File: src/rtl/lsu_unit_if.sv
// Memory-side bus of the load/store unit: one request channel (req/gnt)
// plus a read-return channel (rvalid/rdata).
//
// Handshake: the master raises MemReq_o with MemWe_o/MemAddr_o/MemBe_o/MemWData_o
// and keeps all of them stable until the slave answers with MemGnt_i in the
// same cycle; the transfer happens on the rising edge where both MemReq_o and
// MemGnt_i are high. For reads, the slave returns the word later with a
// one-cycle MemRValid_i pulse (never in the grant cycle itself); the master
// has no back-pressure on the read-return channel.
interface lsu_unit_if #(
    parameter int DATAWIDTH = 32
);
    logic                 MemReq_o;
    logic                 MemWe_o;
    logic [DATAWIDTH-1:0] MemAddr_o;
    logic [DATAWIDTH-1:0] MemWData_o;
    logic [3:0]           MemBe_o;
    logic                 MemGnt_i;
    logic                 MemRValid_i;
    logic [DATAWIDTH-1:0] MemRData_i;

    modport master (
        output MemReq_o, MemWe_o, MemAddr_o, MemWData_o, MemBe_o,
        input  MemGnt_i, MemRValid_i, MemRData_i
    );

    modport slave (
        input  MemReq_o, MemWe_o, MemAddr_o, MemWData_o, MemBe_o,
        output MemGnt_i, MemRValid_i, MemRData_i
    );
endinterface

File: src/rtl/lsu_unit.sv
// Memory-stage load/store unit. Accepts one access at a time from execute,
// issues it on the word-organised memory bus, stalls the pipeline until the
// access completes and returns extended load data for writeback.
module lsu_unit #(
    parameter int DATAWIDTH = 32
) (
    input  logic                 clk_i,
    input  logic                 rst_i,
    input  logic                 MemRead_i,
    input  logic                 MemWrite_i,
    input  logic [2:0]           Funct3_i,
    input  logic [DATAWIDTH-1:0] ALUResult_i,
    input  logic [DATAWIDTH-1:0] WriteData_i,
    input  logic [4:0]           Rd_i,
    output logic                 Stall_o,
    output logic                 LoadValid_o,
    output logic [DATAWIDTH-1:0] LoadData_o,
    output logic [4:0]           LoadRd_o,
    output logic                 Misaligned_o,
    lsu_unit_if.master           mem,
    output logic [1:0]           dbg_state
);

    typedef enum logic [1:0] {
        IDLE = 2'd0,
        REQ  = 2'd1,
        WAIT = 2'd2
    } state_e;

    state_e state;

    // Access context captured at accept time, needed to format the load result.
    logic [2:0] lat_funct3;
    logic [1:0] lat_off;
    logic [4:0] lat_rd;

    logic                 req_present;
    logic                 is_load;
    logic                 funct3_ok;
    logic                 misaligned;
    logic                 accept;
    logic                 drop_misaligned;
    logic [3:0]           store_be;
    logic [DATAWIDTH-1:0] store_wdata;
    logic [7:0]           load_byte;
    logic [15:0]          load_half;
    logic [DATAWIDTH-1:0] load_ext;

    // Decode the execute-stage request: legality, alignment and whether to accept it.
    always_comb begin
        req_present = MemRead_i | MemWrite_i;
        // A load wins when both strobes are high.
        is_load     = MemRead_i;
        case (Funct3_i)
            3'b000, 3'b001, 3'b010: funct3_ok = 1'b1;
            3'b100, 3'b101:         funct3_ok = is_load;
            default:                funct3_ok = 1'b0;
        endcase
        misaligned = ((Funct3_i[1:0] == 2'b01) && ALUResult_i[0]) ||
                     ((Funct3_i[1:0] == 2'b10) && (ALUResult_i[1:0] != 2'b00));
        accept          = (state == IDLE) && req_present && funct3_ok && !misaligned;
        drop_misaligned = (state == IDLE) && req_present && funct3_ok && misaligned;
    end

    // Replicate store data across lanes and pick byte enables from the low address bits.
    always_comb begin
        case (Funct3_i[1:0])
            2'b00: begin
                store_be    = 4'b0001 << ALUResult_i[1:0];
                store_wdata = {4{WriteData_i[7:0]}};
            end
            2'b01: begin
                store_be    = ALUResult_i[1] ? 4'b1100 : 4'b0011;
                store_wdata = {2{WriteData_i[15:0]}};
            end
            default: begin
                store_be    = 4'b1111;
                store_wdata = WriteData_i;
            end
        endcase
    end

    // Pick the addressed byte/half out of the returned word and extend it.
    always_comb begin
        case (lat_off)
            2'd0:    load_byte = mem.MemRData_i[7:0];
            2'd1:    load_byte = mem.MemRData_i[15:8];
            2'd2:    load_byte = mem.MemRData_i[23:16];
            default: load_byte = mem.MemRData_i[31:24];
        endcase
        load_half = lat_off[1] ? mem.MemRData_i[31:16] : mem.MemRData_i[15:0];
        case (lat_funct3)
            3'b000:  load_ext = {{(DATAWIDTH-8){load_byte[7]}}, load_byte};
            3'b100:  load_ext = {{(DATAWIDTH-8){1'b0}}, load_byte};
            3'b001:  load_ext = {{(DATAWIDTH-16){load_half[15]}}, load_half};
            3'b101:  load_ext = {{(DATAWIDTH-16){1'b0}}, load_half};
            default: load_ext = mem.MemRData_i;
        endcase
    end

    // Freeze upstream while a request is being accepted or one is in flight.
    assign Stall_o   = accept || (state != IDLE);
    assign dbg_state = state;

    // Transaction FSM: IDLE -> REQ (until grant) -> WAIT (loads, until rvalid) -> IDLE.
    always_ff @(posedge clk_i) begin
        if (rst_i) begin
            state          <= IDLE;
            lat_funct3     <= 3'b000;
            lat_off        <= 2'b00;
            lat_rd         <= 5'd0;
            LoadValid_o    <= 1'b0;
            LoadData_o     <= '0;
            LoadRd_o       <= 5'd0;
            Misaligned_o   <= 1'b0;
            mem.MemReq_o   <= 1'b0;
            mem.MemWe_o    <= 1'b0;
            mem.MemAddr_o  <= '0;
            mem.MemWData_o <= '0;
            mem.MemBe_o    <= 4'b0000;
        end else begin
            LoadValid_o  <= 1'b0;
            Misaligned_o <= 1'b0;
            case (state)
                IDLE: begin
                    if (accept) begin
                        lat_funct3     <= Funct3_i;
                        lat_off        <= ALUResult_i[1:0];
                        lat_rd         <= Rd_i;
                        mem.MemReq_o   <= 1'b1;
                        mem.MemWe_o    <= !is_load;
                        mem.MemAddr_o  <= {ALUResult_i[DATAWIDTH-1:2], 2'b00};
                        mem.MemBe_o    <= is_load ? 4'b1111 : store_be;
                        mem.MemWData_o <= is_load ? '0 : store_wdata;
                        state          <= REQ;
                    end else if (drop_misaligned) begin
                        Misaligned_o <= 1'b1;
                    end
                end
                REQ: begin
                    if (mem.MemGnt_i) begin
                        mem.MemReq_o <= 1'b0;
                        state        <= mem.MemWe_o ? IDLE : WAIT;
                    end
                end
                WAIT: begin
                    if (mem.MemRValid_i) begin
                        LoadValid_o <= 1'b1;
                        LoadData_o  <= load_ext;
                        LoadRd_o    <= lat_rd;
                        state       <= IDLE;
                    end
                end
                default: state <= IDLE;
            endcase
        end
    end

endmodule

File: src/flat_wrapper.sv
// flat-port wrapper written by rule: the top's interface ports become plain ports
module lsu_unit_flat 
#(
    parameter int DATAWIDTH = 32
)
  (clk_i, rst_i, MemRead_i, MemWrite_i, Funct3_i, ALUResult_i, WriteData_i, Rd_i, Stall_o, LoadValid_o, LoadData_o, LoadRd_o, Misaligned_o, dbg_state, mem_MemReq_o, mem_MemWe_o, mem_MemAddr_o, mem_MemWData_o, mem_MemBe_o, mem_MemGnt_i, mem_MemRValid_i, mem_MemRData_i);
  lsu_unit_if #(.DATAWIDTH(DATAWIDTH)) mem_i ();
  input  logic clk_i;
  input  logic rst_i;
  input  logic MemRead_i;
  input  logic MemWrite_i;
  input  logic [2:0] Funct3_i;
  input  logic [DATAWIDTH-1:0] ALUResult_i;
  input  logic [DATAWIDTH-1:0] WriteData_i;
  input  logic [4:0] Rd_i;
  output logic Stall_o;
  output logic LoadValid_o;
  output logic [DATAWIDTH-1:0] LoadData_o;
  output logic [4:0] LoadRd_o;
  output logic Misaligned_o;
  output logic [1:0] dbg_state;
  output wire logic [$bits(mem_i.MemReq_o)-1:0] mem_MemReq_o;
  output wire logic [$bits(mem_i.MemWe_o)-1:0] mem_MemWe_o;
  output wire logic [$bits(mem_i.MemAddr_o)-1:0] mem_MemAddr_o;
  output wire logic [$bits(mem_i.MemWData_o)-1:0] mem_MemWData_o;
  output wire logic [$bits(mem_i.MemBe_o)-1:0] mem_MemBe_o;
  input wire logic [$bits(mem_i.MemGnt_i)-1:0] mem_MemGnt_i;
  input wire logic [$bits(mem_i.MemRValid_i)-1:0] mem_MemRValid_i;
  input wire logic [$bits(mem_i.MemRData_i)-1:0] mem_MemRData_i;
  assign mem_MemReq_o = mem_i.MemReq_o;
  assign mem_MemWe_o = mem_i.MemWe_o;
  assign mem_MemAddr_o = mem_i.MemAddr_o;
  assign mem_MemWData_o = mem_i.MemWData_o;
  assign mem_MemBe_o = mem_i.MemBe_o;
  assign mem_i.MemGnt_i = mem_MemGnt_i;
  assign mem_i.MemRValid_i = mem_MemRValid_i;
  assign mem_i.MemRData_i = mem_MemRData_i;
  lsu_unit #(.DATAWIDTH(DATAWIDTH)) u_core (.clk_i(clk_i), .rst_i(rst_i), .MemRead_i(MemRead_i), .MemWrite_i(MemWrite_i), .Funct3_i(Funct3_i), .ALUResult_i(ALUResult_i), .WriteData_i(WriteData_i), .Rd_i(Rd_i), .Stall_o(Stall_o), .LoadValid_o(LoadValid_o), .LoadData_o(LoadData_o), .LoadRd_o(LoadRd_o), .Misaligned_o(Misaligned_o), .mem(mem_i), .dbg_state(dbg_state));
endmodule
File: config.mk
export PLATFORM = sky130hd
export DESIGN_NAME = lsu_unit_flat
export DESIGN_NICKNAME = d
export VERILOG_FILES = /design/src/rtl/lsu_unit_if.sv /design/src/rtl/lsu_unit.sv /design/src/flat_wrapper.sv
export SDC_FILE = /design/constraint.sdc
export NUM_CORES = 1
export LEC_CHECK = 0
export CORE_ASPECT_RATIO = 1.75
export CORE_UTILIZATION = 31
export DETAILED_ROUTE_END_ITERATION = 16
export GPL_TIMING_DRIVEN = 0
export PLACE_DENSITY = 0.68
export SLEW_MARGIN = 40
export SYNTH_ARGS = -nofsm -noshare
export SYNTH_HDL_FRONTEND = slang
export SYNTH_SLANG_ARGS = --single-unit
export TNS_END_PERCENT = 100
File: constraint.sdc
create_clock -name clk_i -period 2.1 [get_ports clk_i]
set_input_delay 0.42 -clock clk_i [delete_from_list [all_inputs] [get_ports clk_i]]
set_output_delay 0.42 -clock clk_i [all_outputs]
set_load 0.01 [all_outputs]
Word-level counts from Yosys, hierarchy flattened --
Index checks and enable logic that the tools add are counted.
Word-level totals: register bits 119, output and inout bits 112, logic and storage cells 78
Cells by class: equality and inequality tests 16, bitwise operators 3, muxes and demuxes 19, reduce and logical (&&, ||, !) cells 26, shift operators 1
Operators by type and width (count):
- 32-bit one-hot mux with 4 select lines | 1
- 32-bit one-hot mux with 2 select lines | 1
- 32-bit two-way mux | 1
- 8-bit one-hot mux with 3 select lines | 1
- 16-bit two-way mux | 1
- 3-bit == test (second input constant) | 4
- 2-bit two-way mux | 4
- 4-bit two-way mux | 2
- 4-bit one-hot mux with 2 select lines | 1
- 2-bit by 1-bit == test with 1-bit output (second input constant) | 3
- 2-bit == test (second input constant) | 3
- 3-bit by 1-bit == test with 1-bit output (second input constant) | 2
- 1-bit logical AND | 6
- 2-bit logical NOT | 3
- 3-bit logical NOT | 2
- 2-bit one-hot mux with 3 select lines | 1
- 3-bit AND reduction | 2
- 2-bit nonzero test | 3
- 3-bit OR reduction | 2
- 1-bit two-way mux | 4
- 2-bit != test (second input constant) | 2
- 1-bit one-hot mux with 2 select lines | 2
- 2-bit AND reduction | 2
- 2-bit OR reduction | 2
- 7 further kinds | 10

Logic depth before layout (Yosys ltp) --
depth in word-level cells 7, depth in mapped cells 8, gate-level depth less buffers 4

Worst setup path after synthesis --
OpenSTA, ideal clock, no wires.
kind input -> output, start in Funct3_i[0], end out Stall_o, path buffers 3, data required time 1.680 ns, stages on the path 6, arrival time 1.402 ns, path slack 0.278 ns, path through buf_2 > nand3b_1 > o21ai_1 > buf_2 > buf_2 > o21ai_0
On the way: longest elaborated chain between the ends 6, elaborated cells between the ends (all ways) 17, those cells by class eq/ne: 6; mux: 1; reduce/logical: 10
RTL lines:
- from (decl) | RTL line flat_wrapper.sv:12 | input logic [2:0] Funct3_i;
- 3-bit by 1-bit == test with 1-bit output, or another cell as far along | RTL line lsu_unit.sv:54 | case (Funct3_i)
- 3-bit OR reduction, or another cell as far along | RTL line lsu_unit.sv:54
- 1-bit one-hot mux with 2 select lines or 1-bit logical OR (tied branches) | RTL line lsu_unit.sv:54, lsu_unit.sv:59
- 1-bit logical AND or 1-bit logical NOT (tied branches) | RTL line lsu_unit.sv:61 | accept = (state == IDLE) && req_present && funct3_ok && !misaligned;
- 1-bit logical AND (*) | RTL line lsu_unit.sv:61
- 1-bit logical OR (*) | RTL line lsu_unit.sv:102 | assign Stall_o = accept || (state != IDLE);
- to (decl) | RTL line flat_wrapper.sv:16 | output logic Stall_o;
Every way passes the cells marked *; elsewhere a longest branch is shown, timed or not.

Worst setup path after layout --
start in MemWrite_i, end out Stall_o
On the way: longest elaborated chain between the ends 5
RTL lines:
- from (decl) | RTL line flat_wrapper.sv:11 | input logic MemWrite_i;
- 1-bit bitwise OR | RTL line lsu_unit.sv:51 | req_present = MemRead_i | MemWrite_i;
- 1-bit logical AND (3 in a row) | RTL line lsu_unit.sv:61
- 1-bit logical OR | RTL line lsu_unit.sv:102
Every way passes these cells.

==> metrics.md <==
| Metric | Value |
|---|---|
| Hold buffers post-CTS | 0 |
| Area leader, netlist | dfxtp_1 |
| Via count | approximately 6k |
| Largest net degree at the start of global routing | 20 |
| Worst endpoint required time | roughly 1.7 ns |
| Status | finished, final reports clean |
| Slew Viols, Final | 0 |
| Nets | ~1.0k |
| Critical path's largest stage delay | about 0.50 ns |
| Initial Util | a little under a third |
| Worst rel slew slack | approximately three fifths |
| Leakage power | between 2 and 3 nW |
| Initial antenna violation count | 1 |
| Core area | 0.0175 mm² |
| PwrDens | about 750 mW/mm² |
| Synth Instances | 669 |
| CTS tree | built |
| CP Capture Type | primary output |
| Mean post-synth cell area | 8.26 µm² |
| Synth top area cells | dfxtp_1 (43%), o21ai_0 (8.0%), a21oi_1 (7.1%), mux2_2 (4.1%), nand3_1 (4.1%) |
| ANT cells | 0 |
| R2r endpoint | u_core.LoadData_o[14] |
| Worst path slowest cell | clkdlybuf4s50_1 |
| Initial DRC count | between 200 and 250 |
| Ratio of cells with drive above 1 in the final layout | 11.9% |
| Critical path type | in2out |
| Post-synth EDFFs | 0 |
| Worst Hold Class | reg2reg |
| Most frequent cells in the layout | clkdlybuf4s50_1 (213), dfxtp_1 (119), o21ai_0 (87) |
| Placer Congestion | ~0.91 |
| First-pass GRT wire length | 31,900 µm |
| Final Skew | between 0.01 and 0.015 ns |
| Per-cell routed wire length | 18.4 µm |
| Hold Path Depth | 2 |
| Unrepaired setup endpoints after global routing | false |
| Clock transition at the registers of the reported paths | around 0.060 ns |
| Worst reg2reg path depth | 4 |
| Worst Tran Pin Value | 0.628 ns |
| Clock Latency Late Sink | approximately 0.4 ns |
| IO Count | ~220 |
| Synthesized flop and latch total | between 100 and 150 |
| Max rail drop VDD | approximately 0.42 mV |
| Clk buf depth | 2 |
| Worst reg2reg startpoint | u_core.lat_off[1] |
| Synthesis-to-finish area growth | 56.3% |
| Worst min-delay path startpoint | u_core.lat_rd[0] |
| CP bufs+invs | 2 |
| Min cycle time layout | roughly 2 ns |
| PortBufs | roughly 220 |
| Dominant synthesized flop cell | dfxtp_1 |
| Number of global-route vias before repair | about 5.8k |
| Final setup TNS | 0 ns |
| DR vias/cell | roughly 5.2 |
| Drt total wl | roughly 21,000 µm |
| Gr usage total | a little under a quarter |
| Yosys top cell area share | 43.1% |
| DRC viols | 0 |
| Synth Cell Area | 0.00553 mm² |
| Die area | around 0.018 mm² |
| ANT nets after route | 0 |
| Rows | 64 |
| Crit-path leading delay family | buffers and inverters |
| Asr flop ratio synth | 0% |
| # H-tree levels | 4 |
| Sequential area share after synthesis | between 40% and 50% |
| R2R setup slack | 0.32 ns |
| DIE WIDTH | slightly above 100 µm |
| WHS Endpoint | u_core.LoadRd_o[0] |
| Most common cell after layout, fill and taps aside | clkdlybuf4s50_1 |
| Hold WS | 0.443 ns |
| First drt pass iteration count | 5 |
| Netlist cell types | 43 |
| Gr ovfl total | 0 |
| Critical Path Fanout Max | 3 |
| Final hold violations | 0 |
| CP Cell Sequence | clkdlybuf4s50_1 > a2bb2oi_2 > o21ai_0 > o21ai_1 > buf_2 |
| Total of max-cap violations | 0 |
| Detailed Place HPWL | roughly 16,000 µm |
| Synth warnings | 0 |
| CTS sink count | 119 |
| # setup viols final | 0 |
| Root Driver | clkbuf_16 |
| Critical Path Source Type | input port |
| CP arrival | ~1.6 ns |
| Die Height | about 180 µm |
| CTS buffer count | 17 |
| Fin crit share | 94.6% |
| Achievable Freq | about 500 MHz |
how the worst max path moves through the flow:
stage | from | end | slack, ns | cells after the start
after floorplan | Funct3_i[0] | Stall_o | 0.28 | 6
after global placement | ALUResult_i[0] | Stall_o | -1.08 | 7
after detailed placement | ALUResult_i[0] | Stall_o | -1.08 | 7
after CTS | MemWrite_i | Stall_o | 0.04 | 5
after global routing | MemWrite_i | Stall_o | 0.05 | 5
final | MemWrite_i | Stall_o | 0.11 | 5
metrics by stage:
| step | util, % | worst slack [ns] | instance area (µm²) | instances | power (mW) |
|---|---|---|---|---|---|
| floorplan | - | 0.278 | 5530 | 670 | 3.00 |
| global placement | 45.8 | -1.08 | 8000 | 1119 | 3.60 |
| detailed placement | 45.8 | -1.08 | 8000 | 1119 | 3.61 |
| CTS | 49.3 | 0.0357 | 8610 | 1151 | 6.55 |
| global route | 49.5 | 0.0523 | 8640 | 1154 | 6.76 |
| finish | 49.5 | 0.114 | 8640 | 1154 | 6.50 |
worst min-delay path: cells and delay by family (launching register included):
kind | cells | cell delay (ns)
AOI/OAI and AO/OA | 1 | 0.05
DFF | 1 | 0.30
and+or+nand+nor | 1 | 0.05
cell usage after synthesis, types with 5 or more instances:
| cell type | instances |
|---|---|
| a2111oi_0 | 8 |
| a211oi_1 | 26 |
| a21oi_1 | 78 |
| a31o_2 | 5 |
| and2_1 | 5 |
| buf_2 | 23 |
| buf_4 | 5 |
| clkbuf_1 | 36 |
| dfxtp_1 | 119 |
| mux2_2 | 20 |
| mux2i_1 | 9 |
| nand2_1 | 50 |
| nand2b_1 | 19 |
| nand3_1 | 45 |
| nand4_1 | 32 |
| nor2_1 | 43 |
| nor2b_1 | 9 |
| nor3b_1 | 8 |
| o21ai_0 | 88 |
routing by layer:
metal | track usage, % | part of all wire, % | vias to the layer above | routed length [µm]
li1 | - | - | 2903 | -
met5 | 0 | 0 | - | 0
met3 | 4.86 | 5.7 | 47 | 1220
met2 | 42.2 | 53 | 233 | 11300
met4 | 13.1 | 4.5 | 0 | 947
met1 | 24.3 | 36 | 2794 | 7750
logic make-up after synthesis:
group,share of synthesized area [%]
compound gates,23.8
buf+inv,6.41
flops,43.1
mux,6.38
other cells,0.0679
simple gates,20.3
where the power goes:
group | switching [mW] | total, mW | internal, mW | leakage [nW]
Combinational | 0.591 | 1.16 | 0.564 | 1.67
Sequential | 0.0612 | 2.42 | 2.36 | 0.966
Clock | 1.14 | 2.92 | 1.79 | 0.275
Total | 1.79 | 6.50 | 4.71 | 2.92
state kept, by name, summed over array words and instances, names as in the netlist, 2 cells and up:
signal	flops
u_core.mem.MemAddr_o	30
u_core.mem.MemWData_o	32
u_core.lat_rd	5
u_core.LoadRd_o	5
u_core.lat_off	2
u_core.LoadData_o	32
u_core.lat_funct3	3
u_core.mem.MemBe_o	4
u_core.dbg_state	2
area by class of cell:
class | instances | area [µm²]
flip-flops and latches | 119 | 2380
fillers | 1750 | 8820
plain buffers | 70 | 359
multi-input cells | 478 | 2800
well taps | 231 | 289
inverters | 2 | 7.51
repair buffers | 222 | 2200
clock inverters | 14 | 151
clock buffers | 18 | 439
repair_timing:
action                                  in CTS  in global routing
hold endpoints to repair                     0                  0
endpoints found under the setup margin       1                 43
buffers inserted                             1                  3
pin swaps                                    1                  0
gates resized for setup                     16                 10
Power figures use the tool's default switching activity.
